--- config.mk ---
export PLATFORM = sky130hd
export DESIGN_NAME = lane_merge_rx_flat
export DESIGN_NICKNAME = d
export VERILOG_FILES = /design/src/rtl/lane_merge_pkg.sv /design/src/rtl/lane_merge_rx_if.sv /design/src/rtl/lane_deser_fifo.sv /design/src/rtl/lane_merge_rx.sv /design/src/flat_wrapper.sv
export SDC_FILE = /design/constraint.sdc
export NUM_CORES = 1
export LEC_CHECK = 0
export ABC_AREA = 0
export CAP_MARGIN = 5
export CORE_MARGIN = 3
export CORE_UTILIZATION = 35
export DETAILED_ROUTE_END_ITERATION = 8
export GPL_ROUTABILITY_DRIVEN = 0
export HOLD_SLACK_MARGIN = 0.15
export SLEW_MARGIN = 20
export SYNTH_ARGS = -nofsm -noshare
export SYNTH_HDL_FRONTEND = slang
export SYNTH_SLANG_ARGS = --single-unit
--- constraint.sdc ---
create_clock -name clk -period 4.4 [get_ports clk]
set_input_delay 0.66 -clock clk [delete_from_list [all_inputs] [get_ports clk]]
set_output_delay 0.66 -clock clk [all_outputs]
set_load 0.1 [all_outputs]
--- src/rtl/lane_merge_pkg.sv ---
// Shared constants and helpers for the two-lane serial receiver/merger.
package lane_merge_pkg;
    localparam int DATA_SIZE     = 10;
    localparam int FIFO_DEPTH    = 4;
    localparam int PTR_SIZE      = 2;
    localparam int CLASS_BIT     = 9;
    localparam int ROUTE_BIT     = 8;
    localparam int BITS_PER_WORD = 10;
    localparam logic LANE0_CLASS = 1'b0;
    localparam logic LANE1_CLASS = 1'b1;

    typedef logic [DATA_SIZE-1:0] word_t;

    function automatic logic class_ok(input word_t w, input logic exp_class);
        return w[CLASS_BIT] == exp_class;
    endfunction
endpackage

--- src/rtl/lane_merge_rx_if.sv ---
// Bundle of the serial lane inputs, merged output handshake and error pulses.
interface lane_merge_rx_if;
    import lane_merge_pkg::*;

    logic        in0_bit;
    logic        in0_valid;
    logic        in1_bit;
    logic        in1_valid;
    word_t       out_data;
    logic        out_valid;
    logic        out_ready;
    logic [1:0]  err_class;
    logic [1:0]  err_frame;
    logic [1:0]  err_ovf;

    modport master (
        output in0_bit, in0_valid, in1_bit, in1_valid, out_ready,
        input  out_data, out_valid, err_class, err_frame, err_ovf
    );

    modport slave (
        input  in0_bit, in0_valid, in1_bit, in1_valid, out_ready,
        output out_data, out_valid, err_class, err_frame, err_ovf
    );
endinterface

--- src/rtl/lane_deser_fifo.sv ---
// One receive lane: MSB-first deserializer, class check, small FIFO and error pulses.
// With CLASS_DROP_EN defined, words failing the class check are not pushed.
module lane_deser_fifo
    import lane_merge_pkg::*;
#(
    parameter logic EXP_CLASS = 1'b0
) (
    input  logic  clk,
    input  logic  reset,
    input  logic  in_bit,
    input  logic  in_valid,
    input  logic  pop,
    output word_t head,
    output logic  not_empty,
    output logic  err_class,
    output logic  err_frame,
    output logic  err_ovf
);
    localparam logic [3:0]        LAST_BIT = 4'(BITS_PER_WORD - 1);
    localparam logic [PTR_SIZE:0] FULL_CNT = (PTR_SIZE + 1)'(FIFO_DEPTH);

    logic [3:0]           cnt_reg;
    logic [DATA_SIZE-2:0] sh_reg;
    word_t                mem [FIFO_DEPTH];
    logic [PTR_SIZE-1:0]  wr_ptr_reg, rd_ptr_reg;
    logic [PTR_SIZE:0]    count_reg;
    logic                 err_class_reg, err_frame_reg, err_ovf_reg;

    word_t word_done;
    logic  complete, class_bad, push_req, full, do_pop, do_push;

    always_comb begin
        word_done = {sh_reg, in_bit};
        complete  = in_valid && (cnt_reg == LAST_BIT);
        class_bad = complete && !class_ok(word_done, EXP_CLASS);
`ifdef CLASS_DROP_EN
        push_req  = complete && !class_bad;
`else
        push_req  = complete;
`endif
        full      = (count_reg == FULL_CNT);
        do_pop    = pop && (count_reg != '0);
        // A pop on the same edge frees the slot, so a full FIFO still accepts.
        do_push   = push_req && (!full || do_pop);
    end

    always_ff @(posedge clk) begin
        if (!reset) begin
            cnt_reg       <= '0;
            sh_reg        <= '0;
            wr_ptr_reg    <= '0;
            rd_ptr_reg    <= '0;
            count_reg     <= '0;
            err_class_reg <= 1'b0;
            err_frame_reg <= 1'b0;
            err_ovf_reg   <= 1'b0;
        end else begin
            if (in_valid) begin
                sh_reg  <= word_done[DATA_SIZE-2:0];
                cnt_reg <= complete ? 4'd0 : cnt_reg + 4'd1;
            end else begin
                cnt_reg <= 4'd0;
            end
            err_class_reg <= class_bad;
            err_frame_reg <= !in_valid && (cnt_reg != 4'd0);
            err_ovf_reg   <= push_req && !do_push;
            if (do_push) wr_ptr_reg <= wr_ptr_reg + 1'b1;
            if (do_pop)  rd_ptr_reg <= rd_ptr_reg + 1'b1;
            case ({do_push, do_pop})
                2'b10:   count_reg <= count_reg + 1'b1;
                2'b01:   count_reg <= count_reg - 1'b1;
                default: count_reg <= count_reg;
            endcase
        end
    end

    // Storage needs no reset; the head is read combinationally so a word
    // can reach the output register one edge after it completes.
    always_ff @(posedge clk) begin
        if (do_push) mem[wr_ptr_reg] <= word_done;
    end

    assign head      = mem[rd_ptr_reg];
    assign not_empty = (count_reg != '0);
    assign err_class = err_class_reg;
    assign err_frame = err_frame_reg;
    assign err_ovf   = err_ovf_reg;
endmodule

--- src/rtl/lane_merge_rx.sv ---
// Two-lane serial receiver merging both lane FIFOs round-robin into one stream.
// CLASS_DROP_EN (optional) discards misclassified words inside each lane.
module lane_merge_rx
    import lane_merge_pkg::*;
(
    input  logic           clk,
    input  logic           reset,
    lane_merge_rx_if.slave bus
);
    logic [1:0] lane_bit, lane_valid, pop, not_empty;
    logic [1:0] e_class, e_frame, e_ovf;
    word_t      head [2];

    word_t      out_data_reg;
    logic       out_valid_reg;
    logic       last_grant_reg;
    logic       load, grant;

    assign lane_bit   = {bus.in1_bit,   bus.in0_bit};
    assign lane_valid = {bus.in1_valid, bus.in0_valid};

    generate
        for (genvar gi = 0; gi < 2; gi++) begin : g_lane
            lane_deser_fifo #(
                .EXP_CLASS (gi == 0 ? LANE0_CLASS : LANE1_CLASS)
            ) u_lane (
                .clk       (clk),
                .reset     (reset),
                .in_bit    (lane_bit[gi]),
                .in_valid  (lane_valid[gi]),
                .pop       (pop[gi]),
                .head      (head[gi]),
                .not_empty (not_empty[gi]),
                .err_class (e_class[gi]),
                .err_frame (e_frame[gi]),
                .err_ovf   (e_ovf[gi])
            );
        end
    endgenerate

    // On a tie the lane that did not win last time is served.
    always_comb begin
        load  = (!out_valid_reg || bus.out_ready) && (|not_empty);
        grant = (&not_empty) ? !last_grant_reg : not_empty[1];
        pop   = load ? {grant, !grant} : 2'b00;
    end

    always_ff @(posedge clk) begin
        if (!reset) begin
            out_data_reg   <= '0;
            out_valid_reg  <= 1'b0;
            last_grant_reg <= 1'b1;
        end else if (load) begin
            out_data_reg   <= head[grant];
            out_valid_reg  <= 1'b1;
            last_grant_reg <= grant;
        end else if (bus.out_ready) begin
            out_valid_reg  <= 1'b0;
        end
    end

    assign bus.out_data  = out_data_reg;
    assign bus.out_valid = out_valid_reg;
    assign bus.err_class = e_class;
    assign bus.err_frame = e_frame;
    assign bus.err_ovf   = e_ovf;
endmodule

--- src/flat_wrapper.sv ---
// flat-port wrapper written by rule: the top's interface ports become plain ports
module lane_merge_rx_flat import lane_merge_pkg::*;
  (clk, reset, bus_in0_bit, bus_in0_valid, bus_in1_bit, bus_in1_valid, bus_out_ready, bus_out_data, bus_out_valid, bus_err_class, bus_err_frame, bus_err_ovf);
  lane_merge_rx_if bus_i ();
  input  logic clk;
  input  logic reset;
  input wire logic [$bits(bus_i.in0_bit)-1:0] bus_in0_bit;
  input wire logic [$bits(bus_i.in0_valid)-1:0] bus_in0_valid;
  input wire logic [$bits(bus_i.in1_bit)-1:0] bus_in1_bit;
  input wire logic [$bits(bus_i.in1_valid)-1:0] bus_in1_valid;
  input wire logic [$bits(bus_i.out_ready)-1:0] bus_out_ready;
  output wire logic [$bits(bus_i.out_data)-1:0] bus_out_data;
  output wire logic [$bits(bus_i.out_valid)-1:0] bus_out_valid;
  output wire logic [$bits(bus_i.err_class)-1:0] bus_err_class;
  output wire logic [$bits(bus_i.err_frame)-1:0] bus_err_frame;
  output wire logic [$bits(bus_i.err_ovf)-1:0] bus_err_ovf;
  assign bus_i.in0_bit = bus_in0_bit;
  assign bus_i.in0_valid = bus_in0_valid;
  assign bus_i.in1_bit = bus_in1_bit;
  assign bus_i.in1_valid = bus_in1_valid;
  assign bus_i.out_ready = bus_out_ready;
  assign bus_out_data = bus_i.out_data;
  assign bus_out_valid = bus_i.out_valid;
  assign bus_err_class = bus_i.err_class;
  assign bus_err_frame = bus_i.err_frame;
  assign bus_err_ovf = bus_i.err_ovf;
  lane_merge_rx u_core (.clk(clk), .reset(reset), .bus(bus_i));
endmodule
### Word-level counts from Yosys, hierarchy flattened

Memory sizes are Yosys's and may differ from the RTL's. A register that Yosys moved wholly into a read port is not among the register bits.
Cells that the tools add are included.

* flip-flop bits (word level): 58
* bits in writable memories: 80
* bits of input ports: 7
* output and inout port bits: 17
* logic and storage cells: 98
* memories kept: 2

* add/subtract/negate cells: 10
* magnitude comparators: 1
* equal/unequal tests: 8
* mux-type cells: 17
* bitwise logic cells: 4
* reductions and logical operators: 37

Memory list
* u_core.g_lane[0].u_lane.mem: depth 4, bits a word 10, read ports 1, clocked after Yosys merged registers in 1, wr ports 1, RTL line lane_deser_fifo.sv:24 `word_t mem [FIFO_DEPTH];`
* u_core.g_lane[1].u_lane.mem: depth 4, bits a word 10, read ports 1, clocked after Yosys merged registers in 1, wr ports 1, RTL line lane_deser_fifo.sv:24

Operator list (number)
* 10-bit two-way mux: 3
* 1-bit logical AND: 13
* 3-bit case mux with 2 select lines: 2
* 1-bit zero test: 10
* 2-bit two-way mux: 5
* 2-bit by 1-bit adder with 2-bit output, second input constant: 4
* 4-bit by 1-bit adder with 4-bit output, second input constant: 2
* 4-bit == test, second input constant: 2
* 4-bit nonzero test: 2
* 1-bit two-way mux: 7
* 3-bit by 1-bit adder with 3-bit output, second input constant: 2
* 3-bit == test, second input constant: 2
* 2-bit nonzero test: 3
* 3-bit nonzero test: 2
* 3-bit OR reduction: 2
* 3-bit by 1-bit subtractor with 3-bit output, second input constant: 2
* 2-bit by 1-bit == test with 1-bit output, second input constant: 2
* 2-bit == test, second input constant: 2
* 1-bit logical OR: 3
* 1-bit NOT: 3
* 2-bit greater-or-equal comparator, second input constant: 1
* 1-bit NOT with 2-bit output: 1
* 2-bit AND reduction: 1
* 2-bit OR reduction: 1

### Longest topological paths before layout

* word-level depth: 10
* gate-level depth with buffers: 11
* gate-level depth less buffers: 11

### Modules after synthesis

Synthesis repeated with hierarchy kept, for this count alone.

* cells, all modules: 389
* area, all modules: 5761.8 µm²

By module, submodules not included
* lane_deser_fifo (u_core.g_lane[1].u_lane): times used 1, cells each 166, area each 2567.5 µm², seq. area each 1701.6 µm²
* lane_deser_fifo (u_core.g_lane[0].u_lane): times used 1, cells each 163, area each 2558.7 µm², seq. area each 1701.6 µm²
* lane_merge_rx: times used 1, cells each 60, area each 635.6 µm², seq. area each 240.2 µm²

### Worst setup path after synthesis

No wires, ideal clock.

* path type: flip-flop to flip-flop
* from: reg u_core.out_valid_reg, in the netlist u_core.bus.out_valid
* to: reg u_core.g_lane[0].u_lane.count_reg[2]
* setup time: 0.076 ns
* data arrival time: 2.740 ns
* data required time: 4.324 ns
* setup slack: 1.584 ns
* stages on the path, launching flop included: 11
* buffers on the path: 0
* clock period less this slack: 2.816 ns
* cell sequence: dfxtp_1 nand2b_1 o21ai_0 a31oi_1 inv_1 ha_1 inv_1 fa_1 xor2_1 or3_1 a21boi_0

* word-level cells in the longest chain between the ends: 9

RTL lines
* from (decl): RTL line lane_merge_rx.sv:15 `logic out_valid_reg;`
* from (signal assigned): RTL line lane_merge_rx.sv:51 `out_valid_reg <= 1'b0;`
* from (signal assigned): RTL line lane_merge_rx.sv:55 `out_valid_reg <= 1'b1;`
* from (signal assigned): RTL line lane_merge_rx.sv:58 `out_valid_reg <= 1'b0;`
* 1-bit zero test *: RTL line lane_merge_rx.sv:43 `load = (!out_valid_reg || bus.out_ready) && (|not_empty);`
* 1-bit logical OR *: RTL line lane_merge_rx.sv:43
* 1-bit logical AND *: RTL line lane_merge_rx.sv:43
* 2-bit two-way mux *: RTL line lane_merge_rx.sv:45 `pop = load ? {grant, !grant} : 2'b00;`
* 1-bit logical AND *: RTL line lane_deser_fifo.sv:42 `do_pop = pop && (count_reg != '0);`
* 1-bit logical OR: RTL line lane_deser_fifo.sv:44 `do_push = push_req && (!full || do_pop);`
* 1-bit logical AND: RTL line lane_deser_fifo.sv:44
* 2-bit by 1-bit == test with 1-bit output or 2-bit == test (tied branches): RTL line lane_deser_fifo.sv:69 `case ({do_push, do_pop})`
* 3-bit case mux with 2 select lines or 2-bit nonzero test (tied branches)
* to (signal assigned): RTL line lane_deser_fifo.sv:70 `2'b10: count_reg <= count_reg + 1'b1;`
* to (signal assigned): RTL line lane_deser_fifo.sv:71 `2'b01: count_reg <= count_reg - 1'b1;`
* to (signal assigned): RTL line lane_deser_fifo.sv:72 `default: count_reg <= count_reg;`
* to (decl): RTL line lane_deser_fifo.sv:26 `logic [PTR_SIZE:0] count_reg;`

Mark *: on every way between the ends. The rest lies on a longest branch, timed or not.
A chain may end at the register's enable or synchronous reset.

### Final worst setup path

* from: in bus_in0_valid
* to: reg u_core.g_lane[0].u_lane.count_reg[2]

* word-level cells in the longest chain between the ends: 4

RTL lines
* from (decl): RTL line flat_wrapper.sv:8 `input wire logic [$bits(bus_i.in0_valid)-1:0] bus_in0_valid;`
* 1-bit logical AND *: RTL line lane_deser_fifo.sv:34 `complete = in_valid && (cnt_reg == LAST_BIT);`
* 1-bit logical AND *: RTL line lane_deser_fifo.sv:44
* 2-bit by 1-bit == test with 1-bit output or 2-bit == test (tied branches): RTL line lane_deser_fifo.sv:69
* 3-bit case mux with 2 select lines or 2-bit nonzero test (tied branches)

Marks and branches as above.

==> reports/results.tsv <==
metric	value	unit
beginning of the critical path	bus_in0_valid	
Rel. slew slack	34.5	%
number of max-cap violations	0	
adder-cell area share of the yosys netlist	4.06	%
clock tree from TritonCTS	yes	
Vias	2987	
Crit Path Max Fanout	13	
number of routed nets with antenna violations	0	
complex-gate fraction of the synthesized area	4.39	%
Critical Path Source Type	input pin	
post-CTS setup buffer count	0	
I/O Buffers	23	
number of flip-flops in the largest register	80	
DRT iter0 DRCs	198	
FFs w/ async S/R, synth	0	%
Final Net Count	425	
largest net degree at the start of global routing	61	
clock latency on the worst-skew pair	0.41	ns
share of post-route cells with drive strength above 1	11.8	%
hold-fix buffers at CTS	0	
Worst Tran Pin Value	0.979	ns
Worst Skew	0.0167	ns
yosys warns	0	
minimum clock period	3.10	ns
Row Count	45	
post-CTS sizing	0	
RSZ-0062 raised after global routing	false	
area of the core	0.0154	mm2
VDD IR max	0.328	mV
synth unique cells	41	
status	finished clean	
Netlist Area Pre-Place	0.00561	mm2
xor and xnor fraction of the mapped netlist area	1.25	%
mux share of post-synthesis cell area	12.8	%
clk buf depth	2	
Setup TNS	0	ns
Worst setup EP type	flop	
grt total ovfl	0	
CTS Sinks	142	
antenna violations before repair	0	
die area	0.0176	mm2
Total GRT Usage	11.6	%
drt wl/cell	15.3	um
sequential element share of the synthesized area	64.9	%
total I/O pin count	24	
DP HPWL	6.25	mm
power density cells	563	mW/mm2
Mean Syn Cell Area	14.8	um2
ANT cells	0	
reg-to-reg critical path startpoint	u_core.g_lane[1].u_lane.count_reg[2]$_SDFFE_PN0P_	
first-pass GRT wire length	15.8	mm
period utilization	70.5	%
Post-synth EDFFs	80	
Final Hold Vio Count	0	
Primary FF master, synth	edfxtp_1	
drt first pass iters	4	
drt total wl	9.56	mm
vias in the first global route	2980	
H-tree levels	4	
Syn Nets	402	
Die W	133	um
largest family of logic cells by synthesized area	multiplexers	
Req. time, crit path	4.72	ns
worst hold start	u_core.g_lane[0].u_lane.cnt_reg[0]$_SDFF_PP0_	
total CTS buffers	17	
Clk Tree Root Cell	clkbuf_16	
Worst Setup Path Type	in -> reg	
Synth Instances	378	
hold slack final	0.482	ns
Setup violations, final	0	
initial core utilization	36.4	%
Die Ht	133	um
CP arrival	3.42	ns
fmax	0.323	GHz
class of the worst hold path	reg -> reg	
Vias per Instance	4.78	
leakage power	2.27	nW
P&R area growth vs syn	16.2	%
Final Max Tran Viols	0	
Worst-path clk slew	0.06	ns
post-synthesis register bit count	142	
Post-Synth Simple-Gate Area	9.41	%
DR DRC count	0	
## layout make-up
class	count	area [um2]
clock buffers	22	444
well taps	211	264
repair buffers	25	240
fillers	1404	8900
multi-input cells	198	1790
inverters	17	63.8
flip-flops and latches	142	3640
clock inverters	10	73.8
## through the flow
stage / power [mW] / util (%) / cell area, um2 / cells / setup slack, ns
after global routing: 3.85 / 42.3 / 6520 / 625 / 1.06
after CTS: 3.71 / 42.3 / 6520 / 625 / 1.29
after detailed placement: 2.46 / 38.9 / 6000 / 593 / 0.878
after global placement: 2.44 / 38.9 / 6000 / 593 / 1.04
after floorplan: 2.26 / - / 5610 / 378 / 1.58
final: 3.67 / 42.3 / 6520 / 625 / 1.30
## worst max-delay path: stages
cell             delay (ns)
clkdlybuf4s50_1        0.91
nand4b_1               0.21
a31oi_1                0.49
inv_1                  0.10
ha_1                   0.23
inv_1                  0.08
fa_1                   0.17
xor2_1                 0.08
or3_1                  0.30
a21boi_0               0.19
## final timing paths
check | endpoint | slack (ns) | cells past startpoint
hold / removal | u_core.g_lane[0].u_lane.cnt_reg[0]$_SDFF_PP0_ | 0.48 | 1
hold reg to reg | u_core.g_lane[0].u_lane.cnt_reg[0]$_SDFF_PP0_ | 0.48 | 1
setup reg to reg | u_core.g_lane[0].u_lane.count_reg[2]$_SDFFE_PN0P_ | 1.59 | 8
setup / recovery | u_core.g_lane[0].u_lane.count_reg[2]$_SDFFE_PN0P_ | 1.30 | 10
## per-layer routing
layer	GRT usage (%)	routed length [um]	up-vias
li1	-	-	1427
met3	4.37	363	9
met2	18.2	4630	48
met4	3.70	99	0
met1	15.1	4470	1503
met5	0	0	-
## synth_stat cells, types with 5 or more instances
cell type	instances	area [um2]
edfxtp_1	80	2400
dfxtp_1	62	1240
nor2b_1	29	181
mux2i_1	27	270
mux4_2	20	450
inv_1	17	63.8
nand2_1	17	63.8
ha_1	15	188
and2_1	14	87.6
nor2_1	14	52.6
a222oi_1	10	100
clkbuf_1	7	26.3
buf_4	6	45.0
buf_1	5	18.8
nand2b_1	5	31.3
xor2_1	5	43.8
## logic make-up after synthesis
logic type,Yosys count
flip-flops,142
AND/OR/NAND/NOR,96
multiplexers,47
buffers and inverters,38
AO/OA/AOI/OAI,30
adder cells (fa/ha/maj),17
XOR/XNOR,8
## power breakdown
part	internal (mW)	total (mW)	switching, mW	leakage (nW)
registers	1.47	1.56	0.0933	1.25
logic	0.299	0.862	0.563	0.767
clock network	0.764	1.25	0.484	0.254
total	2.53	3.67	1.14	2.27
## cells in the final DEF (no fill, tap or decap), drive strengths merged, types with 2 or more instances in the layout
cell type	count
xor2	5
nor3	2
nand3	4
nor2b	29
edfxtp	80
dfxtp	62
nand2	17
and3	2
mux2i	27
clkbuf	22
or3	3
a222oi	10
ha	15
buf	3
clkinv	8
o21a	2
nand2b	5
clkdlybuf4s50	22
a21oi	4
and2	14
o21ai	5
a21boi	3
fa	2
nand4b	2
mux4	20
nor2	14
inv	17
xnor2	3
Note: power is estimated with default switching activity, not from simulation.
==> edit 1: new RTL, config.mk and constraints unchanged <==
Change the package constant `PTR_SIZE` from 2 to 4.
--- a/src/rtl/lane_merge_pkg.sv
+++ b/src/rtl/lane_merge_pkg.sv
@@ -4,3 +4,3 @@
     localparam int FIFO_DEPTH    = 4;
-    localparam int PTR_SIZE      = 2;
+    localparam int PTR_SIZE      = 4;
     localparam int CLASS_BIT     = 9;
Formal check against the unedited RTL: same outputs for any inputs over 10 cycles, from zero or initial values and one cycle with reset low; that may be too few to reach the edited logic, so the function may still have changed.
==> edit 1 against the original RTL <==
Wire length increased by 11%; power rose by 12%; hold slack lost 0.0025 ns; setup slack lost 0.29 ns; design area increased by 7.2%; sequential share of layout area decreased by 2.6 points; utilization shrank 0.13 points; synthesized area rose by 5.9%; sequential cell count rose by 4; critical path type is now reg -> reg; highest routed layer unchanged.
==> edit 1: results (changes against the original RTL) <==
| Parameter | Reported | Unit | Change |
|---|---|---|---|
| Run status | complete, no violations | - |  |
| Count of TritonRoute iterations in the first routing pass | 4 | - | unchanged |
| Number of diodes | 0 | - | unchanged |
| Share of final-layout standard cells stronger than drive strength 1 | 14.0 | % | +2.1 points |
| CP Data Arrival Time | 3.73 | ns | +0.31 ns |
| Total Routed Length | 10600 | um | +11% |
| Ys Warns | 0 | - | unchanged |
| Number of cells after detailed placement | 646 | - | +8.9% |
| Async SR Flop Fraction | 0 | % | unchanged |
| Maximum fanout along the worst path | 10 | - | -3 |
| Internal power summed over all cells | 0.00288 | W | +14% |
| Count of distinct cell types in the synthesized netlist | 52 | - | +27% |
| XOR/XNOR share of the synthesized area | 2.06 | % | +0.81 points |
| Complex-gate fraction of the synthesized area | 5.41 | % | +1.0 points |
| Final non-filler cell total | 678 | - | +8.5% |
| Top post-synthesis cells by count | sky130_fd_sc_hd__edfxtp_1 (80), sky130_fd_sc_hd__dfxtp_1 (66), sky130_fd_sc_hd__nor2_1 (50) | - |  |
| Sequential share of the synthesized area | 62.6 | % | -2.3 points |
| Longest individual stage delay on the worst path | 0.49 | ns | -0.42 ns |
| Cell types occupying the most area after synthesis | sky130_fd_sc_hd__edfxtp_1 (40%), sky130_fd_sc_hd__dfxtp_1 (22%), sky130_fd_sc_hd__mux4_2 (7.6%), sky130_fd_sc_hd__mux2i_1 (4.9%), sky130_fd_sc_hd__ha_1 (4.4%) | - |  |
| Met1 Track Usage GR | 16.3 | % | +1.2 points |
| Cell count after synthesis | 426 | - | +13% |
| Worst Max-Slew Pin Slew | 0.982 | ns | +0.00267 ns |
| Synthesized Nets | 455 | - | +13% |
| Global-route wire length before repair | 17700 | um | +12% |
| Maximum number of pins on one net before global-route repair | 27 | - | -56% |
| Half-perimeter wire length after placement | 7010 | um | +12% |
| Worst vdd rail ir drop | 0.471 | mV | +44% |
| Met3 layer usage reported by global route | 3.70 | % | -0.67 points |
| Net total in the final layout | 474 | - | +12% |
| Number of global-route vias before repair | 3444 | - | +16% |
| Adder and majority cell fraction of the synthesized area | 4.76 | % | +0.70 points |
| Static power due to leakage | 2.54 | nW | +12% |
| Slowest library cell on the worst path | sky130_fd_sc_hd__a31oi_1 | - |  |
| Setup fix buffers added after clock tree synthesis | 0 | - | unchanged |
| Via count of the routed design | 3275 | - | +9.6% |
| Setup clock skew after layout | 0.00712 | ns | -0.00961 ns |
| Placement Setup Slack | 0.638 | ns | -0.239 ns |
| Violation count after the first detailed-route iteration | 229 | - | +16% |
| Overall track demand over capacity in global routing | 12.5 | % | +0.82 points |
| Fraction of synthesized area in multiplexers | 12.5 | % | -0.38 points |
| Initial antenna violation count | 0 | - | unchanged |
| Met2 routing resource usage after global routing | 20.0 | % | +1.8 points |
==> edit 1: per-layer routing <==
metal	share of wire, %	routed length (um)
met3	4.8	511
met1	46	4910
met2	48	5110
met5	0	0
met4	0.43	46
==> edit 1: per-stage QoR <==
step | power [W] | hold WS (ns) | area (um^2)
finish | 0.00413 | 0.480 | 6990
global placement | 0.00257 | 0.462 | 6330
detailed placement | 0.00259 | 0.476 | 6330
CTS | 0.00417 | 0.490 | 6990
global route | 0.00431 | 0.509 | 6990
floorplan | 0.00240 | 0.445 | 5940
==> edit 1: final timing paths <==
kind | startpoint | end | slack (ns) | depth (start not counted)
worst max-delay path | u_core.g_lane[1].u_lane.count_reg[4]$_SDFFE_PN0P_ | u_core.g_lane[0].u_lane.count_reg[4]$_SDFFE_PN0P_ | 1.01 | 13
worst min-delay path | u_core.g_lane[0].u_lane.cnt_reg[0]$_SDFF_PP0_ | u_core.g_lane[0].u_lane.cnt_reg[0]$_SDFF_PP0_ | 0.48 | 1
worst max register to register | u_core.g_lane[1].u_lane.count_reg[4]$_SDFFE_PN0P_ | u_core.g_lane[0].u_lane.count_reg[4]$_SDFFE_PN0P_ | 1.01 | 13
worst min register to register | u_core.g_lane[0].u_lane.cnt_reg[0]$_SDFF_PP0_ | u_core.g_lane[0].u_lane.cnt_reg[0]$_SDFF_PP0_ | 0.48 | 1
==> edit 1: logic make-up (layout without fill, tap and decap cells) <==
kind of cell | Yosys count | in the layout
AOI/OAI and AO/OA | 41 | 41
adders and majority gates | 22 | 22
and+or+nand+nor | 110 | 110
xor gates and xnor gates | 14 | 14
buffers and inverters | 44 | 76
DFF | 146 | 146
muxes | 49 | 49
==> edit 1: layout make-up <==
type	count	area, um^2
clock buffers	17	425
clock inverters	15	229
fillers	1554	9590
inverters	17	63.8
multi-input cells	236	2010
flip-flops and latches	146	3720
well taps	220	275
repair buffers	27	260
==> edit 1: critical path, delay by kind of cell (launching register included) <==
family	cells	cell delay (ns)
flops	1	0.34
xor+xnor	1	0.19
simple gates	3	0.78
buf+inv	1	0.13
fa+ha+maj	2	0.56
compound gates	5	1.12
mux	1	0.20
==> edit 1: power by group through the flow <==
stage | Clock, W | Sequential (W) | Combinational (W)
floorplan | 0 | 0.00186 | 0.000542
global placement | 0 | 0.00164 | 0.000926
CTS | 0.00161 | 0.00162 | 0.000945
global route | 0.00166 | 0.00163 | 0.00101
detailed placement | 0 | 0.00165 | 0.000943
finish | 0.00158 | 0.00161 | 0.000937
==> edit 2: new RTL, same settings <==
Without the edit above. Reset style: asynchronous (`reset`), changed in 2 clocked blocks.
--- a/src/rtl/lane_deser_fifo.sv
+++ b/src/rtl/lane_deser_fifo.sv
@@ -46,3 +46,3 @@
 
-    always_ff @(posedge clk) begin
+    always_ff @(posedge clk or negedge reset) begin
         if (!reset) begin
--- a/src/rtl/lane_merge_rx.sv
+++ b/src/rtl/lane_merge_rx.sv
@@ -47,3 +47,3 @@
 
-    always_ff @(posedge clk) begin
+    always_ff @(posedge clk or negedge reset) begin
         if (!reset) begin
Check against the original RTL: differs if reset is asserted again (counterexample within 4 cycles, from zero or initial values and one cycle with reset low); with reset held inactive, the same outputs for 10 cycles.
==> edit 2 against the original RTL <==
Design area is 5.0% higher; sequential power increased by 21%; sequential share of layout area up 0.41 points; register-to-register slack better by 0.25 ns; via count shrank 1.0%; utilization rose by 0.23 points; setup slack better by 0.35 ns; global-route usage rose by 0.37 points; wire length increased by 5.4%; maximum frequency rose by 13%; synthesized area increased by 4.5%; first-iteration DRC count is 30% lower; power increased by 27%; sequential cell count is 4 lower; critical path type unchanged.
==> edit 2: results (changes against the original RTL) <==
| Parameter | Reported | Unit | Change |
|---|---|---|---|
| Synthesized Nets | 387 | - | -3.7% |
| CP Data Arrival Time | 2.79 | ns | -0.63 ns |
| Sequential share of the synthesized area | 65.8 | % | +0.84 points |
| Internal power summed over all cells | 0.00307 | W | +21% |
| Async SR Flop Fraction | 42.0 | % | +42 points |
| Violation count after the first detailed-route iteration | 138 | - | -30% |
| Cell types occupying the most area after synthesis | sky130_fd_sc_hd__edfxtp_1 (41%), sky130_fd_sc_hd__dfrtp_1 (24%), sky130_fd_sc_hd__mux4_2 (7.7%), sky130_fd_sc_hd__mux2_2 (3.6%), sky130_fd_sc_hd__ha_1 (3.0%) | - |  |
| Cell count after synthesis | 364 | - | -3.7% |
| Worst vdd rail ir drop | 0.508 | mV | +55% |
| Count of distinct cell types in the synthesized netlist | 58 | - | +41% |
| Cell area reported after detailed placement | 0.00624 | mm^2 | +3.9% |
| Global-route wire length before repair | 16700 | um | +6.0% |
| Ys Warns | 0 | - | unchanged |
| Setup clock skew after layout | 0.0117 | ns | -0.00501 ns |
| Filler Cells Inserted | 1469 | - | +4.6% |
| Via count of the routed design | 2956 | - | -1.0% |
| Class of the most critical hold timing path | in -> async | - |  |
| Maximum number of pins on one net before global-route repair | 41 | - | -33% |
| Top post-synthesis cells by count | sky130_fd_sc_hd__edfxtp_1 (80), sky130_fd_sc_hd__dfrtp_1 (57), sky130_fd_sc_hd__nand2_1 (33) | - |  |
| Net total in the final layout | 411 | - | -3.3% |
| CTS root buffer | sky130_fd_sc_hd__clkbuf_16 | - |  |
| Total Routed Length | 10100 | um | +5.4% |
| Placement Setup Slack | 1.19 | ns | +0.316 ns |
| Final non-filler cell total | 617 | - | -1.3% |
| Final core occ | 42.5 | % | +0.23 points |
| Half-perimeter wire length after placement | 6900 | um | +10% |
| Number of clock buffers inserted by TritonCTS | 17 | - | unchanged |
| Cell family with most CP delay | simple AND/OR/NAND/NOR gates | - |  |
| Number of global-route vias before repair | 3161 | - | +6.1% |
| Slowest library cell on the worst path | sky130_fd_sc_hd__clkdlybuf4s50_1 | - |  |
| Run status | complete, no violations | - |  |
| Normalized max-slew margin | 34.7 | % | +0.20 points |
| Initial antenna violation count | 0 | - | unchanged |
| Overall track demand over capacity in global routing | 12.0 | % | +0.37 points |
| Max reg flops | 80 | - | unchanged |
| Maximum fanout along the worst path | 15 | - | +2 |
| Static power due to leakage | 2.55 | nW | +12% |
| Share of final-layout standard cells stronger than drive strength 1 | 21.9 | % | +10 points |
| Longest individual stage delay on the worst path | 0.88 | ns | -0.03 ns |
| Number of cells after detailed placement | 585 | - | -1.3% |
[edit 2: changes by cell type in the layout (fill, tap and decap cells not counted), moves of 10 or more]
cell,unedited run,this run
sky130_fd_sc_hd__mux2_2,0,19
sky130_fd_sc_hd__dfxtp_1,62,0
sky130_fd_sc_hd__nand2_1,17,33
sky130_fd_sc_hd__nor2b_1,29,2
sky130_fd_sc_hd__dfrtp_1,0,57
sky130_fd_sc_hd__a222oi_1,10,0
sky130_fd_sc_hd__mux2i_1,27,1
[edit 2: power groups by stage]
stage	Combinational, W	Clock, W	Sequential, W
global route	0.00141	0.00155	0.00192
detailed placement	0.00132	0	0.00191
floorplan	0.000849	0	0.00208
global placement	0.00130	0	0.00190
finish	0.00131	0.00146	0.00188
CTS	0.00133	0.00149	0.00189
[edit 2: final timing paths]
path	from	end	slack (ns)	cells past startpoint
setup / recovery	bus_in1_valid	u_core.g_lane[1].u_lane.mem[2][0]$_DFFE_PP_	1.65	4
hold / removal	reset	u_core.g_lane[1].u_lane.err_frame$_DFF_PN0_	0.40	1
setup reg to reg	u_core.g_lane[0].u_lane.count_reg[2]$_DFFE_PN0P_	u_core.g_lane[1].u_lane.count_reg[2]$_DFFE_PN0P_	1.84	7
hold reg to reg	u_core.bus.out_data[8]$_DFFE_PN0P_	u_core.bus.out_data[8]$_DFFE_PN0P_	0.47	2
max in group asynchronous	reset	u_core.last_grant_reg$_DFFE_PN1P_	3.12	2
min in group clk	u_core.bus.out_data[8]$_DFFE_PN0P_	u_core.bus.out_data[8]$_DFFE_PN0P_	0.47	2
[edit 2: metal layers]
metal / track usage (%) / wire length [um] / vias to the layer above
li1: - / - / 1404
met1: 16.4 / 4840 / 1503
met2: 18.4 / 4830 / 37
met3: 3.71 / 296 / 12
met4: 4.03 / 108 / 0
met5: 0 / 0 / -
[edit 2: logic make-up (layout without fill, tap and decap cells)]
logic type | count (synthesis) | after routing | share of synthesized area [%]
xor gates and xnor gates | 12 | 12 | 1.92
and+or+nand+nor | 83 | 83 | 7.45
AOI/OAI and AO/OA | 41 | 41 | 6.30
buffers and inverters | 33 | 70 | 3.14
muxes | 41 | 41 | 11.8
adders and majority gates | 16 | 16 | 3.67
DFF | 138 | 138 | 65.8
[edit 2: layout make-up]
| type | instances | share of cell area, % |
|---|---|---|
| clock buffer | 22 | 6.78 |
| timing repair buffer | 25 | 3.51 |
| multi-input combinational | 193 | 26.6 |
| clock inverter | 10 | 2.17 |
| inverter | 13 | 0.712 |
| sequential | 138 | 56.3 |
| tap | 216 | 3.95 |
